--- config.mk ---
export PLATFORM = sky130hd
export DESIGN_NAME = fll_cfg_ctrl
export DESIGN_NICKNAME = d
export VERILOG_FILES = /design/src/rtl/fll_cfg_ctrl.sv
export SDC_FILE = /design/constraint.sdc
export NUM_CORES = 1
export LEC_CHECK = 0
export CAP_MARGIN = 10
export CORE_MARGIN = 1.5
export CORE_UTILIZATION = 44
export CTS_BUF_LIST = sky130_fd_sc_hd__clkbuf_4
export DETAILED_ROUTE_END_ITERATION = 8
export HOLD_SLACK_MARGIN = 0.12
export PLACE_DENSITY = 0.87
export SETUP_SLACK_MARGIN = 0.2
export SYNTH_ARGS = -nofsm -noshare
export SYNTH_HDL_FRONTEND = slang
export SYNTH_SLANG_ARGS = --single-unit
export TNS_END_PERCENT = 20
--- constraint.sdc ---
create_clock -name clk_i -period 2.1 [get_ports clk_i]
set_input_delay 0.42 -clock clk_i [delete_from_list [all_inputs] [get_ports clk_i]]
set_output_delay 0.42 -clock clk_i [all_outputs]
set_load 0.01 [all_outputs]
--- src/rtl/fll_cfg_ctrl.sv ---
// fll_cfg_ctrl: boot-time configuration sequencer for the FLL configuration port.
// On start it writes two configuration words (addresses 1 and 2), waits for a
// stable synchronized lock, then selects the FLL clock. Between boot sequences
// a software requester may issue single transactions on the same port.
module fll_cfg_ctrl #(
  parameter int unsigned ACK_TIMEOUT  = 64,
  parameter int unsigned LOCK_TIMEOUT = 4096,
  parameter int unsigned LOCK_STABLE  = 16
) (
  input  logic        clk_i,
  input  logic        rst_i,
  input  logic        start_i,
  input  logic [31:0] cfg1_i,
  input  logic [31:0] cfg2_i,
  input  logic        sw_req_i,
  input  logic        sw_wrn_i,
  input  logic [1:0]  sw_add_i,
  input  logic [31:0] sw_wdata_i,
  output logic        sw_ack_o,
  output logic [31:0] sw_rdata_o,
  output logic        fll_req_o,
  output logic        fll_wrn_o,
  output logic [1:0]  fll_add_o,
  output logic [31:0] fll_data_o,
  input  logic        fll_ack_i,
  input  logic [31:0] fll_r_data_i,
  input  logic        fll_lock_i,
  output logic        clk_sel_o,
  output logic        busy_o,
  output logic        done_o,
  output logic        err_o
);

  typedef enum logic [2:0] {
    IDLE      = 3'd0,
    WR1       = 3'd1,
    WR2       = 3'd2,
    WAIT_LOCK = 3'd3,
    LOCKED    = 3'd4,
    ERR       = 3'd5,
    SW        = 3'd6
  } state_t;

  // Last allowed count values; a transaction or lock wait ends when reached.
  localparam logic [7:0]  ACK_LAST    = 8'(ACK_TIMEOUT - 1);
  localparam logic [15:0] LOCK_LAST   = 16'(LOCK_TIMEOUT - 1);
  localparam logic [7:0]  STABLE_GOAL = 8'(LOCK_STABLE);

  state_t      state;
  state_t      ret_state;   // resting state a software transaction returns to
  logic [1:0]  lock_sync_q;
  logic        lock_s;
  logic [7:0]  ack_cnt;     // cycles the current request has waited for ack
  logic [7:0]  stable_cnt;  // consecutive synchronized-lock-high cycles
  logic [15:0] wait_cnt;    // cycles spent in WAIT_LOCK
  logic        lock_lost;   // lock fell while serving software from LOCKED
  logic [31:0] cfg2_q;

  assign lock_s = lock_sync_q[1];
  assign busy_o = !(state inside {IDLE, LOCKED, ERR});

  // Two-flop synchronizer for the asynchronous lock indication
  always_ff @(posedge clk_i) begin
    if (rst_i) begin
      lock_sync_q <= '0;
    end else begin
      lock_sync_q <= {lock_sync_q[0], fll_lock_i};
    end
  end

  // Sequencer: boot writes, lock qualification, software arbitration and the
  // 4-phase FLL handshake, with all outputs registered
  always_ff @(posedge clk_i) begin
    if (rst_i) begin
      state      <= IDLE;
      ret_state  <= IDLE;
      ack_cnt    <= '0;
      stable_cnt <= '0;
      wait_cnt   <= '0;
      lock_lost  <= 1'b0;
      cfg2_q     <= '0;
      fll_req_o  <= 1'b0;
      fll_wrn_o  <= 1'b0;
      fll_add_o  <= '0;
      fll_data_o <= '0;
      sw_ack_o   <= 1'b0;
      sw_rdata_o <= '0;
      clk_sel_o  <= 1'b0;
      done_o     <= 1'b0;
      err_o      <= 1'b0;
    end else begin
      // NOTE: every state register here uses <= so all branches see the
      // pre-edge values; a blocking write would leak into later conditions.
      sw_ack_o <= 1'b0;
      case (state)
        IDLE, LOCKED, ERR: begin
          if (start_i) begin
            cfg2_q     <= cfg2_i;
            fll_req_o  <= 1'b1;
            fll_wrn_o  <= 1'b0;
            fll_add_o  <= 2'd1;
            fll_data_o <= cfg1_i;
            ack_cnt    <= '0;
            done_o     <= 1'b0;
            err_o      <= 1'b0;
            clk_sel_o  <= 1'b0;
            state      <= WR1;
          end else if (state == LOCKED && !lock_s) begin
            state     <= ERR;
            err_o     <= 1'b1;
            clk_sel_o <= 1'b0;
            done_o    <= 1'b0;
          end else if (sw_req_i && !sw_ack_o) begin
            // sw_ack_o high means the requester has not yet seen completion
            fll_req_o  <= 1'b1;
            fll_wrn_o  <= sw_wrn_i;
            fll_add_o  <= sw_add_i;
            fll_data_o <= sw_wdata_i;
            ack_cnt    <= '0;
            lock_lost  <= 1'b0;
            ret_state  <= state;
            state      <= SW;
          end
        end

        WR1, WR2, SW: begin
          if (state == SW && ret_state == LOCKED && !lock_s) begin
            lock_lost <= 1'b1;
          end
          if (fll_req_o) begin
            if (fll_ack_i) begin
              fll_req_o <= 1'b0;
              if (state == SW) begin
                sw_ack_o   <= 1'b1;
                sw_rdata_o <= fll_wrn_o ? fll_r_data_i : '0;
              end
            end else if (ack_cnt == ACK_LAST) begin
              fll_req_o <= 1'b0;
              state     <= ERR;
              err_o     <= 1'b1;
              clk_sel_o <= 1'b0;
              done_o    <= 1'b0;
              if (state == SW) begin
                sw_ack_o   <= 1'b1;
                sw_rdata_o <= '0;
              end
            end else begin
              ack_cnt <= ack_cnt + 8'd1;
            end
          end else if (!fll_ack_i) begin
            // Release phase complete: ack has returned low
            case (state)
              WR1: begin
                fll_req_o  <= 1'b1;
                fll_wrn_o  <= 1'b0;
                fll_add_o  <= 2'd2;
                fll_data_o <= cfg2_q;
                ack_cnt    <= '0;
                state      <= WR2;
              end
              WR2: begin
                stable_cnt <= '0;
                wait_cnt   <= '0;
                state      <= WAIT_LOCK;
              end
              default: begin
                if (ret_state == LOCKED && (lock_lost || !lock_s)) begin
                  state     <= ERR;
                  err_o     <= 1'b1;
                  clk_sel_o <= 1'b0;
                  done_o    <= 1'b0;
                end else begin
                  state <= ret_state;
                end
              end
            endcase
          end
        end

        WAIT_LOCK: begin
          if (stable_cnt == STABLE_GOAL) begin
            state     <= LOCKED;
            clk_sel_o <= 1'b1;
            done_o    <= 1'b1;
          end else if (wait_cnt == LOCK_LAST) begin
            state <= ERR;
            err_o <= 1'b1;
          end else begin
            wait_cnt <= (wait_cnt == 16'hFFFF) ? wait_cnt : wait_cnt + 16'd1;
            if (lock_s) begin
              stable_cnt <= (stable_cnt == 8'hFF) ? stable_cnt : stable_cnt + 8'd1;
            end else begin
              stable_cnt <= '0;
            end
          end
        end

        default: begin
          state     <= IDLE;
          fll_req_o <= 1'b0;
        end
      endcase
    end
  end

endmodule
# After elaboration in Yosys (flattened, before gate mapping)
# Index checks and enable logic that the tools add are counted.
# totals
in_bits	137
latch_bits	0
n_memories	0
word_cells	191
rom_bits	0
regBits	144
ram_bits	0
# op_classes
bitwise	5
magnitude_cmp	0
eq_ne	36
n_mul	0
reduce_logical	31
addsub	3
shift	0
muxes	100
n_div	0
# ops
op	n
$mux W32	11
$mux W8	15
$mux W16	6
$pmux W32 S2	1
$mux W1	40
$pmux W16 S2	1
$pmux W8 S2	2
$mux W3	10
$ne A3 B3 Y1 const B	10
$ne A2 B2 Y1 const B	13
$reduce_and A7 Y1	3
$add A16 B1 Y16 const B	1
$add A8 B1 Y8 const B	2
$eq A16 B12 Y1 const B	1
$eq A16 B16 Y1 const B	1
$eq A3 B3 Y1 const B	4
$mux W2	6
$reduce_and A4 Y1	3
$reduce_and A6 Y1	2
$pmux W1 S3	3
$pmux W3 S3	1
$reduce_or A3 Y1	3
$eq A8 B5 Y1 const B	1
$eq A8 B6 Y1 const B	1
19 further kinds	34

# Longest topological paths before layout
# logic_depth
ltp_word	8
depth_mapped	9
ltp_nobuf	7

# Least setup slack after synthesis
# Ideal clock, no wire load.
# synth_timing
path_kind	register -> register
startpoint	register stable_cnt[0]
endpoint	register wait_cnt[13]
required_time_ns	2.030
path_stages_with_launch	9
synth_period_minus_slack_ns	2.039
path_buffers	1
t_arrival_ns	1.968
slack_ns	0.061
cell_sequence	dfxtp_1 -> inv_1 -> ha_1 -> or4bb_1 -> o311ai_2 -> a211o_2 -> buf_6 -> or4_1 -> a21oi_1
# synth_between
elab_chain_cells	3
# synth_lines
element	line_no	rtl
start: declaration	54	logic [7:0] stable_cnt;
start signal: assignment	191	stable_cnt <= (stable_cnt == 8'hFF) ? stable_cnt : stable_cnt + 8'd1;
$eq A8 B5 Y1	181	if (stable_cnt == STABLE_GOAL) begin
$ne A2 B2 Y1 (no line)	n/a	
$reduce_and A7 Y1 (no line)	n/a	
end signal: assignment	189	wait_cnt <= (wait_cnt == 16'hFFFF) ? wait_cnt : wait_cnt + 16'd1;
end: declaration	55	logic [15:0] wait_cnt;
# No other way between the ends.
# A chain may end at the register's enable or synchronous reset.

# Final worst setup path
# layout_timing
startpoint	register stable_cnt[0]
endpoint	register wait_cnt[5]
# The elaborated chain is that of the path after synthesis.

==> results.json <==
{
  "die_h_um": 127.4,
  "postSynthCellCount": 849,
  "synth_most_common_cell": "nand2_1",
  "synth-seq-area-share": 0.4236,
  "drc": 0,
  "dpl.hpwl_mm": 14.47,
  "p_int_w": 0.006032,
  "critPathCapture": "wait_cnt[5]",
  "pwr-share-seq": 0.352,
  "drt_iter0_drc": 626,
  "syn_nets": 990,
  "swShare": 0.3896,
  "fin_area_sq_um": 10480,
  "initial_core_util": 0.4493,
  "grt_antenna_before_repair": 1,
  "worst_pin_slew_ns": 0.8517,
  "rows": 45,
  "clockPowerShare": 0.184,
  "endpoint_kind": "flop",
  "dr.pass1.iters": 5,
  "grt_pass1_vias": 7047,
  "holdWs_ns": 0.1638,
  "synth_area_per_cell_sq_um": 8.016,
  "hold_class": "in -> reg",
  "yosysTopAreaCell": "dfxtp_1",
  "hold_buffers": 0,
  "ff2ff_setup_slack_ns": -0.004,
  "min_period_over_period": 1.002,
  "synth_flop_cell": "dfxtp_1",
  "rr_worst_depth": 9,
  "vias": 7531,
  "totalPowerFinal_w": 0.009882,
  "drive_above_1_share": 0.1704,
  "cp.required_ns": 2.59,
  "numCtsBuffers": 17,
  "power_frac_comb": 0.465,
  "synth_top_area_frac": 0.4236,
  "grt_util_all_layers": 0.2653,
  "cp.depth": 9,
  "synth.area.top_cells": "dfxtp_1 (42%), nand2_1 (10%), a21oi_1 (9.7%)",
  "max_freq_mhz": 475.4,
  "cts_tree": "built",
  "crit_arrival_ns": 2.59,
  "r2r_end": "wait_cnt[5]",
  "final_nets": 1237,
  "yosysWarnings": 0,
  "r2r_start": "stable_cnt[0]",
  "ioPinCount": 210,
  "globalRouteOverflowTotal": 0,
  "fillCellCount": 1066,
  "p_switching_w": 0.003850,
  "top_layer_used": "met4",
  "syn_area_sq_um": 6805,
  "drv_cap": 0,
  "io_buffers": 209,
  "htree_levels": 4,
  "placed_area_sq_um": 9494,
  "pwr_density_cell_nw_per_um2": 943.1,
  "core_area_sq_um": 15150,
  "cp_max_fo": 5,
  "slowest_delay_ns": 0.39,
  "grt_pass1_wl_mm": 34.64,
  "crit_start": "stable_cnt[0]",
  "synth-seq-cells": 144,
  "fin_worst_skew_ns": 0.01619,
  "detail_route.wl_per_cell_um": 17.63,
  "yosysUniqueCellTypes": 63,
  "clock-root-buffer": "clkbuf_4",
  "slew_headroom": 0.4322,
  "cp_num_buf_inv": 3,
  "status": "complete, but fails checks",
  "crit_type": "reg -> reg",
  "m1WireLength_mm": 8.952,
  "setup_slack_ns": -0.003688,
  "route.met3.wl_mm": 1.918,
  "ant_nets": 0,
  "synth_common_cells": "nand2_1 (185), dfxtp_1 (144), a21oi_1 (132), clkbuf_1 (44), nand4_1 (42)",
  "cts.clk_slew.worst_paths_ns": 0.12,
  "p_leak_nw": 4.909,
  "synth_edf_count": 0,
  "start_kind": "flop",
  "cts.sinks": 144,
  "crit_chain": "inv_2 -> ha_4 -> or4bb_4 -> o311ai_4 -> buf_6 -> a211o_4 -> buf_4 -> or4_1 -> a21oi_1",
  "drv_slew": 0,
  "slowest_stage": "or4_1",
  "peakVddDrop_v": 0.0006420,
  "drt_wl_total_mm": 22.89,
  "die_w_um": 127.4,
  "die-area_sq_um": 16220,
  "synthArstFlopShare": 0,
  "clk_latency_ns": 0.56,
  "hold_viol_final": 0,
  "violations": "setup timing",
  "dpl_worst_slack_ns": -0.5947,
  "met2_length_mm": 11.12,
  "setup_viol": 2,
  "cpLargestDelayFamily": "simple AND/OR/NAND/NOR gates",
  "finalWeightedCongestion": 0.8723,
  "rsz0062_at_grt": "true",
  "min_period_ns": 2.104,
  "vias_per_cell": 5.802,
  "grt_start_max_net_pins": 57,
  "syn_to_final_growth_pct": 53.98,
  "clk_path_buf_depth": 2
}
what timing repair did:
action                                  CTS  global route
pin swaps                                14            25
gates cloned                              3             3
buffers inserted                          6             3
resized for setup                        41           120
endpoints found under the setup margin  103           176
endpoints found under the hold margin     0             0
cells by family after synthesis:
logic type      Yosys count  share of synthesized area
simple gates            343                     0.2477
fa+ha+maj                 4                   0.007355
mux                      38                    0.05589
flops                   144                     0.4236
compound gates          239                     0.2151
buf+inv                  81                    0.05038
layer usage:
metal / up-vias / global-route usage
li1: 3565 / -
met1: 3533 / 0.3210
met2: 364 / 0.4350
met3: 69 / 0.07370
met4: 0 / 0.1303
met5: - / 0
worst register-to-register path: stages (launching register included):
cell and delay [ns]:
dfxtp_2 0.36, inv_2 0.05, ha_4 0.14, or4bb_4 0.22, o311ai_4 0.11, buf_6 0.15
a211o_4 0.31, buf_4 0.16, or4_1 0.39, a21oi_1 0.14
layout make-up:
| cell class | instances | area, sq um | area share |
|---|---|---|---|
| multi-input cells | 626 | 3866 | 0.3690 |
| diodes | 1 | 2.502 | 0.0002388 |
| inverters | 11 | 45.04 | 0.004299 |
| clock inverters | 15 | 160.2 | 0.01528 |
| well taps | 188 | 235.2 | 0.02245 |
| clock buffers | 17 | 127.6 | 0.01218 |
| flip-flops and latches | 144 | 2903 | 0.2770 |
| repair buffers | 296 | 3139 | 0.2996 |
power groups by stage:
stage	clock, W	combinational [W]	sequential (W)
after floorplan	0	0.00213	0.00362
after global placement	0	0.00419	0.00349
after detailed placement	0	0.00426	0.00350
after CTS	0.00183	0.00449	0.00347
after global routing	0.00193	0.00497	0.00352
final	0.00182	0.00459	0.00347
flip-flops by register name, summed over array words and instances (netlist names), 3 cells and up:
name        flops
state           3
sw_rdata_o     32
cfg2_q         32
stable_cnt      8
ret_state       3
wait_cnt       16
ack_cnt         8
fll_data_o     32
layout by cell type (no fill, tap or decap), types with 4 or more instances in the layout:
cell	count
a21oi_2	7
o211ai_1	36
dfxtp_2	7
nor3_1	9
or3_1	10
o21ai_2	6
a31oi_1	7
mux2i_1	38
nand3_1	15
nor2_1	16
dfxtp_1	134
clkinvlp_4	5
buf_6	9
or4_1	8
and3_1	4
nand2_1	183
and2_1	4
a21oi_1	126
buf_12	10
clkdlybuf4s50_1	134
a311oi_1	4
nand2b_1	11
dlymetal6s2s_1	71
o31ai_1	6
nor2b_1	6
inv_1	8
nand4_1	42
o21ai_0	12
clkbuf_4	17
buf_4	63
metrics by stage:
step	setup TNS, ns	util	std cells
CTS	0	0.6599	1291
detailed placement	-18.59	0.6268	1250
floorplan	0	-	849
global route	-0.5978	0.6919	1298
global placement	-15.09	0.6268	1250
finish	-0.007265	0.6919	1298
worst min-delay path by stage:
stage                    from        endpoint  slack [ns]  cells after the start
4_1_cts                 rst_i     wait_cnt[0]        0.13                      2
5_1_grt                 rst_i   stable_cnt[7]        0.14                      2
3_5_place_dp   lock_sync_q[0]  lock_sync_q[1]        0.44                      1
2_1_floorplan  lock_sync_q[0]  lock_sync_q[1]        0.41                      1
3_3_place_gp   lock_sync_q[0]  lock_sync_q[1]        0.42                      1
6_report                rst_i   stable_cnt[7]        0.16                      2
No activity file was read; power rests on OpenSTA's default activity.
